==> src/rtl/multicycle_control_fsm.sv <==
// Multi-cycle RV32I control sequencer: per-state datapath selects, memory handshake, traps.
// Optional retire counter (instret) when MCCTRL_RETIRE_CNT_EN is defined.
module multicycle_control_fsm #(
   parameter int MAX_WAIT = 15
`ifdef MCCTRL_RETIRE_CNT_EN
   , parameter int CNT_W = 32
`endif
) (
   input  logic       clk,
   input  logic       rst_n,
   input  logic [6:0] op,
   input  logic [2:0] funct3,
   input  logic       funct75,
   input  logic       zero,
   input  logic       mem_ready,
   output logic       mem_req,
   output logic       mem_write,
   output logic       adr_src,
   output logic       ir_write,
   output logic       pc_write,
   output logic       reg_write,
   output logic [1:0] result_src,
   output logic [1:0] alu_src_a,
   output logic [1:0] alu_src_b,
   output logic [1:0] imm_src,
   output logic [3:0] alu_control,
   output logic [3:0] state_o,
   output logic       illegal,
   output logic       mem_timeout
`ifdef MCCTRL_RETIRE_CNT_EN
   , output logic [CNT_W-1:0] instret
`endif
);

   localparam logic [3:0] FETCH    = 4'd0;
   localparam logic [3:0] DECODE   = 4'd1;
   localparam logic [3:0] MEMADR   = 4'd2;
   localparam logic [3:0] MEMREAD  = 4'd3;
   localparam logic [3:0] MEMWB    = 4'd4;
   localparam logic [3:0] MEMWRITE = 4'd5;
   localparam logic [3:0] EXECR    = 4'd6;
   localparam logic [3:0] EXECI    = 4'd7;
   localparam logic [3:0] ALUWB    = 4'd8;
   localparam logic [3:0] BEQ      = 4'd9;
   localparam logic [3:0] JAL      = 4'd10;
   localparam logic [3:0] TRAP     = 4'd11;

   localparam logic [6:0] OP_LW  = 7'b0000011;
   localparam logic [6:0] OP_SW  = 7'b0100011;
   localparam logic [6:0] OP_R   = 7'b0110011;
   localparam logic [6:0] OP_I   = 7'b0010011;
   localparam logic [6:0] OP_BR  = 7'b1100011;
   localparam logic [6:0] OP_JAL = 7'b1101111;

   localparam logic [3:0] ALU_ADD = 4'b0000;
   localparam logic [3:0] ALU_SUB = 4'b0001;
   localparam logic [3:0] ALU_AND = 4'b0010;
   localparam logic [3:0] ALU_OR  = 4'b0011;
   localparam logic [3:0] ALU_XOR = 4'b0100;
   localparam logic [3:0] ALU_SLT = 4'b0101;
   localparam logic [3:0] ALU_SLL = 4'b0110;
   localparam logic [3:0] ALU_SRL = 4'b0111;

   localparam int WW = $clog2(MAX_WAIT + 1);

   logic [3:0]    state_q, state_d;
   logic [WW-1:0] wait_q, wait_d;
   logic          illegal_q, illegal_d;
   logic          mem_timeout_q, mem_timeout_d;
   logic          in_mem;
   logic          timed_out;
   logic          r_bad;
   logic          i_bad;

   function automatic logic [3:0] alu_map(input logic [2:0] f3, input logic sub);
      logic [3:0] r;
      r = ALU_ADD;
      case (f3)
         3'b000:  r = sub ? ALU_SUB : ALU_ADD;
         3'b111:  r = ALU_AND;
         3'b110:  r = ALU_OR;
         3'b100:  r = ALU_XOR;
         3'b010:  r = ALU_SLT;
         3'b001:  r = ALU_SLL;
         3'b101:  r = ALU_SRL;
         default: r = ALU_ADD;
      endcase
      return r;
   endfunction

   // Illegal funct encodings for register and immediate ALU ops
   always_comb begin
      r_bad = (funct3 == 3'b011) || (funct75 && (funct3 != 3'b000));
      i_bad = (funct3 == 3'b011) || (funct75 && (funct3 == 3'b101));
      in_mem = (state_q == FETCH) || (state_q == MEMREAD) || (state_q == MEMWRITE);
      timed_out = in_mem && !mem_ready && (wait_q == WW'(MAX_WAIT));
   end

   // Next-state, sticky trap flags and memory wait counter
   always_comb begin
      state_d       = state_q;
      illegal_d     = illegal_q;
      mem_timeout_d = mem_timeout_q;
      case (state_q)
         FETCH: if (mem_ready) state_d = DECODE;
         DECODE: begin
            if (op == OP_LW || op == OP_SW)            state_d = MEMADR;
            else if (op == OP_R)                       state_d = EXECR;
            else if (op == OP_I)                       state_d = EXECI;
            else if (op == OP_BR && funct3 == 3'b000)  state_d = BEQ;
            else if (op == OP_JAL)                     state_d = JAL;
            else begin
               state_d   = TRAP;
               illegal_d = 1'b1;
            end
         end
         MEMADR:   state_d = (op == OP_SW) ? MEMWRITE : MEMREAD;
         MEMREAD:  if (mem_ready) state_d = MEMWB;
         MEMWB:    state_d = FETCH;
         MEMWRITE: if (mem_ready) state_d = FETCH;
         EXECR: begin
            if (r_bad) begin
               state_d   = TRAP;
               illegal_d = 1'b1;
            end else begin
               state_d = ALUWB;
            end
         end
         EXECI: begin
            if (i_bad) begin
               state_d   = TRAP;
               illegal_d = 1'b1;
            end else begin
               state_d = ALUWB;
            end
         end
         ALUWB:   state_d = FETCH;
         BEQ:     state_d = FETCH;
         JAL:     state_d = ALUWB;
         TRAP:    state_d = TRAP;
         default: state_d = TRAP;
      endcase
      if (timed_out) begin
         state_d       = TRAP;
         mem_timeout_d = 1'b1;
      end
      // Any state change restarts the count, so entry to a memory state sees 0
      if (state_d != state_q)         wait_d = '0;
      else if (in_mem && !mem_ready)  wait_d = wait_q + 1'b1;
      else                            wait_d = wait_q;
   end

   // State, wait counter and trap flag registers
   always_ff @(posedge clk or negedge rst_n) begin
      if (!rst_n) begin
         state_q       <= FETCH;
         wait_q        <= '0;
         illegal_q     <= 1'b0;
         mem_timeout_q <= 1'b0;
      end else begin
         state_q       <= state_d;
         wait_q        <= wait_d;
         illegal_q     <= illegal_d;
         mem_timeout_q <= mem_timeout_d;
      end
   end

   // Per-state datapath controls, forced low while reset is asserted
   always_comb begin
      mem_req     = 1'b0;
      mem_write   = 1'b0;
      adr_src     = 1'b0;
      ir_write    = 1'b0;
      pc_write    = 1'b0;
      reg_write   = 1'b0;
      result_src  = 2'b00;
      alu_src_a   = 2'b00;
      alu_src_b   = 2'b00;
      imm_src     = 2'b00;
      alu_control = ALU_ADD;
      case (state_q)
         FETCH: begin
            mem_req    = 1'b1;
            alu_src_b  = 2'b10;
            result_src = 2'b10;
            ir_write   = mem_ready;
            pc_write   = mem_ready;
         end
         DECODE: begin
            alu_src_a = 2'b01;
            alu_src_b = 2'b01;
            imm_src   = 2'b10;
         end
         MEMADR: begin
            alu_src_a = 2'b10;
            alu_src_b = 2'b01;
            imm_src   = (op == OP_SW) ? 2'b01 : 2'b00;
         end
         MEMREAD: begin
            mem_req = 1'b1;
            adr_src = 1'b1;
         end
         MEMWB: begin
            result_src = 2'b01;
            reg_write  = 1'b1;
         end
         MEMWRITE: begin
            mem_req   = 1'b1;
            mem_write = 1'b1;
            adr_src   = 1'b1;
         end
         EXECR: begin
            alu_src_a   = 2'b10;
            alu_control = alu_map(funct3, funct75);
         end
         EXECI: begin
            alu_src_a   = 2'b10;
            alu_src_b   = 2'b01;
            alu_control = alu_map(funct3, 1'b0);
         end
         ALUWB: reg_write = 1'b1;
         BEQ: begin
            alu_src_a   = 2'b10;
            alu_control = ALU_SUB;
            pc_write    = zero;
         end
         JAL: begin
            alu_src_a = 2'b01;
            alu_src_b = 2'b10;
            pc_write  = 1'b1;
         end
         default: ;
      endcase
      state_o     = state_q;
      illegal     = illegal_q;
      mem_timeout = mem_timeout_q;
      if (!rst_n) begin
         mem_req     = 1'b0;
         mem_write   = 1'b0;
         adr_src     = 1'b0;
         ir_write    = 1'b0;
         pc_write    = 1'b0;
         reg_write   = 1'b0;
         result_src  = 2'b00;
         alu_src_a   = 2'b00;
         alu_src_b   = 2'b00;
         imm_src     = 2'b00;
         alu_control = 4'b0000;
         state_o     = 4'b0000;
         illegal     = 1'b0;
         mem_timeout = 1'b0;
      end
   end

`ifdef MCCTRL_RETIRE_CNT_EN
   logic [CNT_W-1:0] instret_q, instret_d;
   logic             retire;

   // Count instructions that complete back into FETCH
   always_comb begin
      retire = (state_d == FETCH) &&
               ((state_q == MEMWB) || (state_q == MEMWRITE) ||
                (state_q == ALUWB) || (state_q == BEQ));
      instret_d = retire ? instret_q + 1'b1 : instret_q;
   end

   // Retire counter register
   always_ff @(posedge clk or negedge rst_n) begin
      if (!rst_n) instret_q <= '0;
      else        instret_q <= instret_d;
   end

   assign instret = instret_q;
`endif

endmodule

==> config.mk <==
export PLATFORM = sky130hd
export DESIGN_NAME = multicycle_control_fsm
export DESIGN_NICKNAME = d
export VERILOG_FILES = /design/src/rtl/multicycle_control_fsm.sv
export SDC_FILE = /design/constraint.sdc
export NUM_CORES = 1
export LEC_CHECK = 0
export CORE_ASPECT_RATIO = 0.6
export CORE_MARGIN = 2
export CORE_UTILIZATION = 32
export CTS_CLUSTER_SIZE = 8
export DETAILED_ROUTE_END_ITERATION = 10
export HOLD_SLACK_MARGIN = 0.08
export PLACE_DENSITY = 0.69
export SLEW_MARGIN = 30
export SYNTH_ARGS = -nofsm -noshare
export SYNTH_HDL_FRONTEND = slang
export SYNTH_SLANG_ARGS = --single-unit
export TNS_END_PERCENT = 30
==> constraint.sdc <==
create_clock -name clk -period 3.4 [get_ports clk]
set_input_delay 1.02 -clock clk [delete_from_list [all_inputs] [get_ports clk]]
set_output_delay 1.02 -clock clk [all_outputs]
set_load 0.01 [all_outputs]
== After elaboration in Yosys (flattened, before gate mapping) ==
Index checks and enable logic that the tools add are counted.
Word-level totals
  register bits after elaboration: 10
Cells by class
  add/subtract/negate cells: 1
  equal/unequal tests: 32
  multiplexer cells: 52
  reduce and logical (&&, ||, !) cells: 25
Operator list (number)
  4-bit 2-to-1 mux: 11
  4-bit case mux with 9 select lines: 1
  1-bit 2-to-1 mux: 23
  3-bit case mux with 7 select lines: 1
  3-bit case mux with 6 select lines: 1
  4-bit by 3-bit equality test with 1-bit output, second input constant: 4
  4-bit equality test, second input constant: 4
  2-bit case mux with 2 select lines: 4
  7-bit by 6-bit equality test with 1-bit output, second input constant: 2
  7-bit equality test, second input constant: 2
  2-bit 2-to-1 mux: 7
  2-bit != test, second input constant: 7
  3-bit equality test, second input constant: 4
  3-bit case mux with 3 select lines: 1
  3-bit OR reduction: 3
  4-bit by 2-bit equality test with 1-bit output, second input constant: 2
  8-bit AND reduction: 1
  2-bit OR reduction: 4
  7-bit by 2-bit equality test with 1-bit output, second input constant: 1
  7-bit by 5-bit equality test with 1-bit output, second input constant: 1
  3-bit by 2-bit equality test with 1-bit output, second input constant: 2
  1-bit case mux with 3 select lines: 2
  3-bit nonzero test: 2
  1-bit logical AND: 5
  other kinds (11): 15

== Longest topological paths before layout ==
Gate-level depths: netlist of the first run.
  depth after elaboration: 10
  mapped depth: 7
  mapped depth without buffers: 6

== Worst setup path after synthesis of the first run ==
OpenSTA, ideal clock, no wires.
  path type: input-to-output
  from: input op[2]
  to: output imm_src[0]
  data arrival time: 1.825 ns
  setup slack: 0.555 ns
  stages on the path: 3
  path through: nand4bb_4 > or2_1 > nor3_1
On the way
  cells in the longest elaborated chain, start to end: 4
Ends and longest elaborated chain
  from (decl): line 11  | input logic [6:0] op,
  7-bit by 6-bit equality test with 1-bit output: line 197  | imm_src = (op == OP_SW) ? 2'b01 : 2'b00;
  1-bit 2-to-1 mux: line 197
  2-bit case mux with 2 select lines: line 181  | case (state_q)
  2-bit 2-to-1 mux: line 237  | if (!rst_n) begin
  to (decl): line 25  | output logic [1:0] imm_src,
No other way between the ends.

== Worst setup path in the final report of the first run ==
  from: input funct3[1]
  to: output alu_control[0]
On the way
  cells in the longest elaborated chain, start to end: 4
Ends and longest elaborated chain
  from (decl): line 12  | input logic [2:0] funct3,
  3-bit equality test, or another cell as far along: line 78  | case (f3)
  3-bit case mux with 7 select lines / 3-bit case mux with 6 select lines (equally long branches): line 78
  3-bit case mux with 3 select lines (*): line 181
  4-bit 2-to-1 mux (*): line 237
  to (decl): line 26  | output logic [3:0] alu_control,
Mark *: on every way between the ends. The rest lies on a longest branch, timed or not.

==> results.yml, run 1 <==
outcome:
  outcome: "finished, final reports clean"
pwr:
  power_frac_clock_pct: 44.4
  p_leak_nw: 0.733
  ir_drop_mv: 0.162
  p_int_mw: 0.263
  p_sw_share_pct: 22.6
  design_power_total_mw: 0.340
  p_comb_share_pct: 20.1
  power.switching_mw: 0.0767
  power_frac_seq_pct: 35.5
  p_per_area_nw_per_um2: 187
cts:
  root_buffer: "clkbuf_8"
  cts_tree: "built"
  holdBufCountCts: 0
  cts_setup_buffers: 0
  cts-htree-levels: 1
  clk_latency_ns: 0.24
  cts.sinks: 10
  cts-buffers-inserted: 3
  clk_pin_slew_ns: 0.05
  ctsLongestPathBuffers: 2
floorplanning:
  fp.dieH_um: 50.9
  dieArea_um2: 4190
  io_pins: 39
  row_count: 16
  start_util_pct: 34.7
  die_w_um: 82.2
  core-area_um2: 3380
worst_setup_path:
  crit_type: "input port to output pin"
  startpoint_type: "input port"
  slowest_delay_ns: 0.47
  crit_chain: "clkdlybuf4s50_1 > nand2b_1 > o22ai_1 > nand3_1 > a21boi_1 > clkdlybuf4s15_2"
  end_kind: "output pin"
  cp.arrival_ns: 2.33
  r2r_cells: 7
  cp_max_fo: 4
  cp_data_required_time_ns: 2.38
  slowest_stage: "clkdlybuf4s50_1"
synth:
  synth_edf_count: 0
  syn_avg_cell_area_um2: 7.68
  yosysTopAreaCellShare_pct: 21.3
  synthArstFlopShare_pct: 100
  synthCells: 153
  synth_cell_types: 54
  yosysMostFrequentCell: "a21oi_1"
  yosysTopAreaCell: "dfrtp_1"
  ys.warnings.count: 0
  synthTopCellsByCount: "a21oi_1, dfrtp_1, nand2_1, nor2_1, nor3_1"
  synth_seq_cells: 10
  mappedNetlistNets: 169
  yosysSeqAreaShare_pct: 21.3
  synthTopCellsByArea: "dfrtp_1, a21oi_1, and2_1, nor3_1, nand2_1"
  synth_top_flop_cell: "dfrtp_1"
  synth_area_um2: 1170
timing:
  worst_slack_ns: 0.0483
  fin_worst_skew_ns: 0.00321
  drv_slew: 0
  finalSetupViolCount: 0
  max_clock_freq_mhz: 298
  rsz0062_at_grt: "yes"
  fin_tns_setup_ns: 0
  period_minus_slack_ns: 3.35
  period_share_pct: 98.6
  final_hold_viol_count: 0
final_layout:
  area_growth_pct: 54.7
  stdcell_count: 257
  nets: 229
  fillCellCount: 323
  drive_gt1_share_pct: 25.0
  final_area_um2: 1820
  diodes: 0
routing:
  viasPerCell: 5.40
  firstDrtPassIters: 5
  drc: 0
  drt_iter0_markers: 77
  routed_wl_um: 3620
  dr_total_vias: 1388
  final_antenna_net_count: 0
  wl_per_cell_um: 14.1
global_route:
  grt-ovfl-total: 0
  grt_pass1_wl_um: 6100
  grt_pass1_vias: 1287
  antenna_found_initial: 0
  grt_max_degree: 20
  grt_usage_pct: 18.8
placement:
  io_buffer_count: 37
  placed_area_um2: 1760
  post-dp-hpwl_um: 2910
  dp_cells: 253
  place.gp.congestion: 0.926
  dp_slack_ns: -0.370
job:
  max-cap-violations: 0
worst_hold_path:
  hold_class: "register to register"
  worstHoldPathCells: 1
[cell families after synthesis]
family                   Yosys count  synth area share (%)
AND/OR/NAND/NOR                   74                  37.1
AO/OA/AOI/OAI                     44                  27.6
buffers and inverters             15                  6.07
flip-flops                        10                  21.3
XOR/XNOR                           6                  4.47
multiplexers                       2                  2.13
adder cells (fa/ha/maj)            1                  1.06
other                              1                 0.319
[registers in the layout, indices dropped and copies added, names as in the netlist]
signal / flops
mem_timeout_q: 1
illegal_q: 1
state_q: 4
wait_q: 4
[critical path, delay by kind of cell]
family          cells  cell delay [ns]
simple gates        2             0.28
compound gates      2             0.33
buf+inv             2             0.70
[power groups by stage]
stage	sequential [mW]	clock, mW	combinational, mW
after floorplan	0.122	0	0.0189
after global placement	0.122	0	0.0662
after detailed placement	0.122	0	0.0679
after CTS	0.120	0.155	0.0682
after global routing	0.120	0.165	0.0746
final	0.121	0.151	0.0682
[per-stage QoR]
step                hold WS (ns)  utilization [%]
global placement           0.445             52.0
floorplan                  0.430                -
finish                     0.457             53.7
detailed placement         0.448             52.0
global route               0.503             53.7
CTS                        0.461             53.7
[metal layers]
layer	track usage (%)	wire length, um
met5	0	0
met4	2.50	12
met3	4.06	292
met2	27.6	1510
met1	28.4	1800
[final timing paths]
kind,startpoint,to,slack [ns]
min reg2reg,mem_timeout_q$_DFFE_PN0P_,mem_timeout_q$_DFFE_PN0P_,0.46
min in group asynchronous,rst_n,wait_q[2]$_DFFE_PN0P_,0.74
max in group asynchronous,rst_n,state_q[0]$_DFF_PN0_,2.45
max,funct3[1],alu_control[0],0.05
max reg2reg,state_q[0]$_DFF_PN0_,wait_q[3]$_DFFE_PN0P_,1.02
min,mem_timeout_q$_DFFE_PN0P_,mem_timeout_q$_DFFE_PN0P_,0.46
[layout by cell type, fill, tap and decap left out, drive strengths merged, types with 4 or more instances in the layout]
| cell | n |
|---|---|
| a21oi | 14 |
| and2 | 8 |
| and3 | 4 |
| buf | 29 |
| clkbuf | 5 |
| clkdlybuf4s50 | 31 |
| dfrtp | 10 |
| inv | 5 |
| nand2 | 10 |
| nand2b | 5 |
| nand3 | 6 |
| nor2 | 10 |
| nor2b | 6 |
| nor3 | 11 |
| o21ai | 6 |
[area by class of cell]
type	instances	area, um^2	share of cell area (%)
timing repair buffer	65	568	31.2
clock buffer	4	55.1	3.03
tap	45	56.3	3.10
inverter	5	18.8	1.03
sequential	10	251	13.8
multi-input combinational	128	868	47.8
[repair_timing]
item                                    4_1_cts  5_1_grt
gates resized for setup                      13        6
pin swaps                                     0        2
endpoints found under the setup margin       23        6
Note: power is estimated with default switching activity, not from simulation.
==> run 2: changes to the inputs <==
--- a/config.mk
+++ b/config.mk
@@ -8,7 +8,7 @@
 export CORE_ASPECT_RATIO = 0.6
 export CORE_MARGIN = 2
 export CORE_UTILIZATION = 32
-export CTS_CLUSTER_SIZE = 8
+export CTS_CLUSTER_SIZE = 14
 export DETAILED_ROUTE_END_ITERATION = 10
 export HOLD_SLACK_MARGIN = 0.08
 export PLACE_DENSITY = 0.69
==> results of run 2 <==
Same layout as run 1: the final DEF is identical, and so are final timing and power.
==> run 3: changes to the inputs <==
--- a/config.mk
+++ b/config.mk
@@ -11,7 +11,7 @@
 export CTS_CLUSTER_SIZE = 14
 export DETAILED_ROUTE_END_ITERATION = 10
 export HOLD_SLACK_MARGIN = 0.08
-export PLACE_DENSITY = 0.69
+export PLACE_DENSITY = 0.72
 export SLEW_MARGIN = 30
 export SYNTH_ARGS = -nofsm -noshare
 export SYNTH_HDL_FRONTEND = slang
==> constraint.sdc (replaced) <==
create_clock -name clk -period 3 [get_ports clk]
set_input_delay 0.9 -clock clk [delete_from_list [all_inputs] [get_ports clk]]
set_output_delay 0.9 -clock clk [all_outputs]
set_load 0.01 [all_outputs]
==> run 3 against run 2 <==
  * Critical path depth shrank 1
  * Routed wire length fell by 0.83%
  * Via count down 1.6%
  * Register-to-register slack got worse by 0.30 ns
  * Die area unchanged
  * Non-clock buffer count is 5 higher
  * Global-route usage down 0.34 points
  * Clock skew rose by 0.0022 ns
  * Critical path type unchanged
  * Largest cell class unchanged
==> results.yml, run 3 (synthesis gave the netlist of run 1 again) <==
worst_setup_path:
  startpoint_type: "input port"
  r2r_cells: 9
  cp_max_fo: 4
  slowest_stage: "clkdlybuf4s50_1"
  r2r_setup_slack_ns: 0.72
  slowest_delay_ns: 0.52
  cp.arrival_ns: 2.06
  crit_type: "input port to output pin"
  cp_num_cells: 5
  cp_num_buf_inv: 3
  cp_data_required_time_ns: 2.10
  end_kind: "output pin"
  cp_top_family: "buffers and inverters"
  crit_start: "rst_n"
  crit_chain: "clkdlybuf4s15_2 > nand3_2 > nor3_4 > buf_4 > clkdlybuf4s50_1"
  r2r-start: "state_q[1]$_DFF_PN0_"
routing:
  firstDrtPassIters: 4
  wl_per_cell_um: 13.7
  viasPerCell: 5.21
  routed_wl_um: 3590
  drt_iter0_markers: 83
  final_antenna_net_count: 0
  drc: 0
  dr_total_vias: 1366
final_layout:
  fillCellCount: 329
  area_growth_pct: 61.7
  final_common_cell: "buf_4"
  diodes: 0
  seq_area_um2: 250
  final_cell_mix: "buf_4, clkdlybuf4s50_1, a21oi_1"
  post-route-util_pct: 56.1
  drive_gt1_share_pct: 29.5
  nets: 234
  stdcell_count: 262
  reg_top3: "state_q x4, wait_q x4"
  multi_input_area_um2: 898
floorplanning:
  die_w_um: 82.2
  fp.dieH_um: 50.9
  core-area_um2: 3380
  row_count: 16
  io_pins: 39
  dieArea_um2: 4190
  start_util_pct: 34.7
cts:
  cts-buffers-inserted: 3
  clk_pin_slew_ns: 0.05
  root_buffer: "clkbuf_8"
  clk_latency_ns: 0.24
  ctsLongestPathBuffers: 2
  cts-htree-levels: 1
  cts_setup_buffers: 0
  cts_tree: "built"
  cts.sinks: 10
placement:
  place.gp.congestion: 0.846
  dp_slack_ns: -0.538
  post-dp-hpwl_um: 2910
  io_buffer_count: 37
  dp_cells: 258
timing:
  rsz0062_at_grt: "yes"
  finalSetupViolCount: 0
  period_minus_slack_ns: 2.96
  max_clock_freq_mhz: 338
  drv_slew: 0
  final_hold_viol_count: 0
  worst_slack_ns: 0.0395
  fin_worst_skew_ns: 0.00539
  period_share_pct: 98.7
outcome:
  outcome: "finished, final reports clean"
global_route:
  antenna_found_initial: 0
  grt_max_degree: 25
  grt_pass1_wl_um: 5950
  grt_usage_pct: 18.4
  grt_pass1_vias: 1256
  grt-ovfl-total: 0
worst_hold_path:
  worstHoldPathCells: 1
  hold_class: "register to register"
  worstHoldStart: "mem_timeout_q$_DFFE_PN0P_"
pwr:
  ir_drop_mv: 0.244
  design_power_total_mw: 0.385
  p_leak_nw: 0.866
  p_per_area_nw_per_um2: 203
job:
  max-cap-violations: 0
-- run 3: cell count changes in the layout (fill, tap and decap cells not counted), moves of 4 or more --
| cell | change |
|---|---|
| buf_4 | +4 |
| dlygate4sd2_1 | +4 |
| dlymetal6s2s_1 | +7 |
| clkdlybuf4s50_1 | -13 |
-- run 3: path summary, 6_finish.rpt --
kind                                              to
max in group asynchronous      wait_q[1]$_DFFE_PN0P_
hold reg to reg            mem_timeout_q$_DFFE_PN0P_
setup / recovery                       result_src[1]
hold / removal             mem_timeout_q$_DFFE_PN0P_
setup reg to reg               wait_q[3]$_DFFE_PN0P_
min in group asynchronous      illegal_q$_DFFE_PN0P_
-- run 3: area by class of cell --
cell class                 instances  share of cell area, %
sequential                        10                   13.2
inverter                           5                  0.988
clock buffer                       4                   2.90
timing repair buffer              70                   32.7
multi-input combinational        128                   47.3
tap                               45                   2.96
-- run 3: what timing repair did --
action / CTS / global route
setup endpoints to repair: 23 / 10
gates cloned: 0 / 0
hold buffers: 0 / 0
gates resized for setup: 23 / 19
pin swaps: 2 / 4
endpoints found under the hold margin: 0 / 0
-- run 3: through the flow --
| stage | TNS [ns] | area (um^2) | hold slack, ns |
|---|---|---|---|
| finish | 0 | 1900 | 0.458 |
| global route | -0.0193 | 1900 | 0.471 |
| CTS | -0.0284 | 1860 | 0.460 |
| detailed placement | -8.34 | 1810 | 0.448 |
| global placement | -8.08 | 1810 | 0.448 |
| floorplan | 0 | 1170 | 0.430 |
-- run 3: report_power, final --
group | internal (mW) | leakage (nW) | switching (mW)
sequential | 0.136 | 0.122 | 0.000420
clock | 0.116 | 0.0288 | 0.0560
combinational | 0.0446 | 0.715 | 0.0323
total | 0.296 | 0.866 | 0.0888
-- run 3: per-layer routing --
metal | share of wire, % | routed length, um | track usage (%)
met5 | 0 | 0 | 0
met4 | 0.22 | 8 | 2.22
met3 | 7.3 | 262 | 3.71
met2 | 38 | 1380 | 24.6
met1 | 54 | 1940 | 30.1
